<file path="config.mk">
export PLATFORM = sky130hd
export DESIGN_NAME = uart_tx_sched
export DESIGN_NICKNAME = d
export VERILOG_FILES = /design/src/rtl/uart_tx_sched.sv
export SDC_FILE = /design/constraint.sdc
export NUM_CORES = 1
export LEC_CHECK = 0
export BUFFER_PORTS_ARGS = -buffer_cell sky130_fd_sc_hd__buf_2
export CAP_MARGIN = 20
export CORE_MARGIN = 2
export CORE_UTILIZATION = 40
export CTS_CLUSTER_SIZE = 14
export DETAILED_ROUTE_END_ITERATION = 12
export HOLD_SLACK_MARGIN = 0.02
export PLACE_DENSITY_LB_ADDON = 0.3
export SLEW_MARGIN = 20
export SYNTH_ARGS = -nofsm -noshare
export SYNTH_HDL_FRONTEND = slang
export SYNTH_SLANG_ARGS = --single-unit
</file>
<file path="constraint.sdc">
create_clock -name CLK -period 2.3 [get_ports CLK]
set_clock_uncertainty 0.2 [all_clocks]
set_input_delay 0.345 -clock CLK [delete_from_list [all_inputs] [get_ports CLK]]
set_output_delay 0.345 -clock CLK [all_outputs]
set_load 0.03 [all_outputs]
</file>
<file path="src/rtl/uart_tx_sched.sv">
// Two-requester scheduler feeding a byte-wide UART transmitter: round-robin
// ownership, per-byte DATA_VALID handshake against TX_BUSY with timed retry.
//
//   state     | meaning
//   ----------+-----------------------------------------------------------
//   IDLE      | no owner; arbitrate and capture the winner's data
//   SEND      | one-cycle TX_D_VALID pulse for the current byte
//   WAIT_BUSY | wait for TX_BUSY to rise; retry SEND on timeout
//   WAIT_DONE | transmitter busy; wait for TX_BUSY to fall
module uart_tx_sched #(
   parameter int DATA_WIDTH   = 8,
   parameter int BUSY_TIMEOUT = 4
) (
   input  logic                    CLK,
   input  logic                    RST,
   input  logic                    ALU_OUT_VALID,
   input  logic [2*DATA_WIDTH-1:0] ALU_OUT,
   output logic                    ALU_ACK,
   input  logic                    RD_DATA_VALID,
   input  logic [DATA_WIDTH-1:0]   RD_DATA,
   output logic                    RD_ACK,
   input  logic                    TX_BUSY,
   output logic [DATA_WIDTH-1:0]   TX_P_DATA,
   output logic                    TX_D_VALID,
   output logic [1:0]              GRANT
);

   typedef enum logic [1:0] {IDLE, SEND, WAIT_BUSY, WAIT_DONE} state_t;

   localparam logic [1:0] G_NONE = 2'b00;
   localparam logic [1:0] G_ALU  = 2'b01;
   localparam logic [1:0] G_RD   = 2'b10;
   localparam logic [2:0] TO_TC  = 3'(BUSY_TIMEOUT - 1);

   state_t                  state_q, state_d;
   logic [2*DATA_WIDTH-1:0] buf_q, buf_d;
   logic [1:0]              byte_cnt_q, byte_cnt_d;
   logic [2:0]              to_cnt_q, to_cnt_d;
   logic [1:0]              last_g_q, last_g_d;
   logic [1:0]              grant_q, grant_d;
   logic                    ack_a_q, ack_a_d;
   logic                    ack_r_q, ack_r_d;
   logic                    dv_q, dv_d;
   logic [DATA_WIDTH-1:0]   pd_q, pd_d;
   logic                    pick_alu, pick_rd;
   logic [2:0]              to_cnt_inc;

   // On a tie the requester not served last wins
   assign pick_alu   = ALU_OUT_VALID && (!RD_DATA_VALID || (last_g_q == G_RD));
   assign pick_rd    = RD_DATA_VALID && !pick_alu;
   assign to_cnt_inc = (to_cnt_q == 3'd7) ? to_cnt_q : to_cnt_q + 3'd1;

   always_comb begin
      state_d    = state_q;
      buf_d      = buf_q;
      byte_cnt_d = byte_cnt_q;
      to_cnt_d   = to_cnt_q;
      last_g_d   = last_g_q;
      grant_d    = grant_q;
      pd_d       = pd_q;
      ack_a_d    = 1'b0;
      ack_r_d    = 1'b0;
      dv_d       = 1'b0;
      case (state_q)
         IDLE: begin
            if (pick_alu) begin
               buf_d      = ALU_OUT;
               byte_cnt_d = 2'd2;
               grant_d    = G_ALU;
               ack_a_d    = 1'b1;
               pd_d       = ALU_OUT[DATA_WIDTH-1:0];
               dv_d       = 1'b1;
               to_cnt_d   = 3'd0;
               state_d    = SEND;
            end else if (pick_rd) begin
               buf_d      = {{DATA_WIDTH{1'b0}}, RD_DATA};
               byte_cnt_d = 2'd1;
               grant_d    = G_RD;
               ack_r_d    = 1'b1;
               pd_d       = RD_DATA;
               dv_d       = 1'b1;
               to_cnt_d   = 3'd0;
               state_d    = SEND;
            end
         end
         SEND: begin
            to_cnt_d = to_cnt_inc;
            state_d  = WAIT_BUSY;
         end
         WAIT_BUSY: begin
            if (TX_BUSY) begin
               state_d = WAIT_DONE;
            end else if (to_cnt_q >= TO_TC) begin
               dv_d     = 1'b1;
               to_cnt_d = 3'd0;
               state_d  = SEND;
            end else begin
               to_cnt_d = to_cnt_inc;
            end
         end
         WAIT_DONE: begin
            if (!TX_BUSY) begin
               if (byte_cnt_q > 2'd1) begin
                  byte_cnt_d = byte_cnt_q - 2'd1;
                  pd_d       = buf_q[2*DATA_WIDTH-1:DATA_WIDTH];
                  dv_d       = 1'b1;
                  to_cnt_d   = 3'd0;
                  state_d    = SEND;
               end else begin
                  byte_cnt_d = 2'd0;
                  last_g_d   = grant_q;
                  grant_d    = G_NONE;
                  state_d    = IDLE;
               end
            end
         end
         default: state_d = IDLE;
      endcase
   end

   always_ff @(posedge CLK) begin
      if (!RST) begin
         state_q    <= IDLE;
         buf_q      <= '0;
         byte_cnt_q <= 2'd0;
         to_cnt_q   <= 3'd0;
         last_g_q   <= G_RD;
         grant_q    <= G_NONE;
         ack_a_q    <= 1'b0;
         ack_r_q    <= 1'b0;
         dv_q       <= 1'b0;
         pd_q       <= '0;
      end else begin
         state_q    <= state_d;
         buf_q      <= buf_d;
         byte_cnt_q <= byte_cnt_d;
         to_cnt_q   <= to_cnt_d;
         last_g_q   <= last_g_d;
         grant_q    <= grant_d;
         ack_a_q    <= ack_a_d;
         ack_r_q    <= ack_r_d;
         dv_q       <= dv_d;
         pd_q       <= pd_d;
      end
   end

   assign ALU_ACK    = ack_a_q;
   assign RD_ACK     = ack_r_q;
   assign TX_D_VALID = dv_q;
   assign TX_P_DATA  = pd_q;
   assign GRANT      = grant_q;

endmodule

</file>
==> results.json <==
{
  "grt_start_max_net_pins": 19,
  "worst_setup_path_start_kind": "flop",
  "cts_sinks": 30,
  "rsz0062_at_grt": "no",
  "powerDensity_nw_per_um2": 1210,
  "hpwl_microns": 2710,
  "async_reset_ff_frac": 0,
  "synthTopCellsByArea": "dfxtp_1 (40%), a21oi_1 (7.3%), nand2_1 (5.2%), ha_1 (5.0%), nand3_1 (4.0%)",
  "avgSynthCellArea_sq_um": 8.63,
  "ys_seq_elements": 30,
  "seq_area_sq_um": 601,
  "hp-class": "input port to flop",
  "post_drt_via_cell_ratio": 5.33,
  "firstDrtPassIters": 4,
  "fmax_mhz": 498,
  "nFillCells": 360,
  "slew_viol_final": 0,
  "cts_tree": "built",
  "fin_area_sq_um": 1850,
  "antenna_cells": 0,
  "fin_crit_ns": 2.01,
  "netlist_top_cells_count": "dfxtp_1 (30), a21oi_1 (22), nand2_1 (21), nand3_1 (12), o21ai_0 (12)",
  "syn_area_sq_um": 1500,
  "start_util": 0.413,
  "grt-ovfl-total": 0,
  "grt_pass1_vias": 1260,
  "slew-limit-headroom": 0.590,
  "grt_pass1_wl_microns": 5920,
  "gp_congestion": 0.814,
  "drtIter0Drc": 106,
  "synth_cell_types": 43,
  "port_buffers": 41,
  "grt_usage": 0.182,
  "drc": 0,
  "yosys_warnings": 0,
  "h-tree-depth": 2,
  "crit_type": "flop to flop",
  "pin_count": 42,
  "irDropWorstVdd_mv": 0.624,
  "synthCells": 174,
  "core-area_sq_um": 3630,
  "final_nets": 255,
  "wl_per_cell_microns": 13.6,
  "arrival_ns": 1.98,
  "clk_pin_slew_ns": 0.06,
  "drive_above_1_share": 0.283,
  "crit_required_ns": 2.28,
  "yosysSeqAreaShare": 0.400,
  "hold_viol_final": 0,
  "worst_pin_slew_ns": 0.611,
  "multi_input_area_sq_um": 828,
  "syn_nets": 209,
  "clk_path_buf_depth": 2,
  "period_share": 0.872,
  "numCtsBuffers": 5,
  "antenna_left": 0,
  "rows": 22,
  "path_max_fanout": 7,
  "setup_viol_count_final": 0,
  "synthFlopType": "dfxtp_1",
  "status": "finished clean",
  "antenna_found_initial": 0,
  "num_vias": 1422,
  "dpl_cell_area_sq_um": 1770,
  "area_growth_pct": 23.3,
  "ctsRootBufferMaster": "clkbuf_8",
  "cts_resized": 0,
  "clk_latency_ns": 0.27,
  "synth-edff-count": 0,
  "cts_setup_buffers": 0,
  "cts_hold_buf": 0,
  "drv_cap": 0,
  "yosysTopAreaCell": "dfxtp_1",
  "die_x_microns": 65.3,
  "finalSetupTns_ns": 0,
  "fp.dieH_microns": 65.3,
  "cp-end-kind": "flop",
  "synth.most_common_cell": "dfxtp_1",
  "cellLeakagePower_nw": 0.784,
  "dieArea_sq_um": 4260,
  "routed_wl_microns": 3630,
  "yosysTopAreaCellShare": 0.400
}
## cell families after synthesis
logic type      after synthesis  share of synthesized area
fa+ha+maj                     6                     0.0500
flops                        30                      0.400
compound gates               68                      0.315
simple gates                 54                      0.187
buf+inv                      16                     0.0483
## state kept, by name (all words and copies together) (netlist names)
register	count
TX_D_VALID	1
RD_ACK	1
buf_q	8
state_q	2
last_g_q	2
GRANT	2
ALU_ACK	1
to_cnt_q	3
byte_cnt_q	2
TX_P_DATA	8
## where the power goes
part           switching (mW)  total (mW)  internal [mW]  leakage, nW
sequential             0.0970       0.769          0.672        0.246
clock                   0.180       0.410          0.230       0.0431
combinational           0.680        1.07          0.386        0.495
## path summary, 6_finish.rpt
path,start,cells after the start,endpoint,slack [ns]
max,state_q[0],6,state_q[0],0.29
min,ALU_OUT[13],3,buf_q[13],0.12
max reg2reg,state_q[0],6,state_q[0],0.29
min reg2reg,buf_q[13],2,buf_q[13],0.25
## per-layer routing
metal	GRT usage	up-vias	wire length, microns
li1	-	727	-
met4	0.0391	0	23
met3	0.0548	4	192
met2	0.278	41	1640
met5	0	-	0
met1	0.253	650	1770
## cells in the final DEF, fill, tap and decap left out, types with 3 or more instances in the layout
| master | synthesis | layout |
|---|---|---|
| clkbuf_8 | 0 | 6 |
| buf_4 | 1 | 6 |
| dfxtp_1 | 30 | 30 |
| nor2_1 | 4 | 4 |
| o21ai_0 | 12 | 12 |
| nand2_1 | 21 | 21 |
| inv_1 | 7 | 7 |
| buf_2 | 1 | 41 |
| nand2b_1 | 3 | 3 |
| a22oi_1 | 6 | 6 |
| nand3_1 | 12 | 12 |
| nor3_1 | 4 | 4 |
| ha_1 | 6 | 6 |
| a31oi_1 | 6 | 6 |
| a21oi_1 | 22 | 22 |
| o21ai_1 | 4 | 4 |
## layout make-up
| type | instances | area share |
|---|---|---|
| Multi-Input combinational cell | 128 | 0.447 |
| Sequential cell | 30 | 0.324 |
| Timing Repair Buffer | 47 | 0.135 |
| Clock buffer | 6 | 0.0446 |
| Tap cell | 48 | 0.0324 |
| Inverter | 8 | 0.0162 |
## through the flow
step	instances	worst slack [ns]	hold WS [ns]	utilization	total power, mW
4_1_cts	267	0.294	0.118	0.510	2.25
6_report	267	0.294	0.120	0.510	2.25
5_1_grt	267	0.143	0.127	0.510	2.40
3_3_place_gp	261	0.346	0.244	0.487	1.83
3_5_place_dp	261	0.323	0.242	0.487	1.84
2_1_floorplan	174	0.465	0.227	-	1.56
## worst max-delay path, cell delays in order (launching register included)
cell      delay (ns)
dfxtp_1         0.38
inv_1           0.12
ha_1            0.29
nor3b_4         0.21
a311oi_2        0.28
o21ai_1         0.12
a221oi_1        0.31
Power figures use the tool's default switching activity.
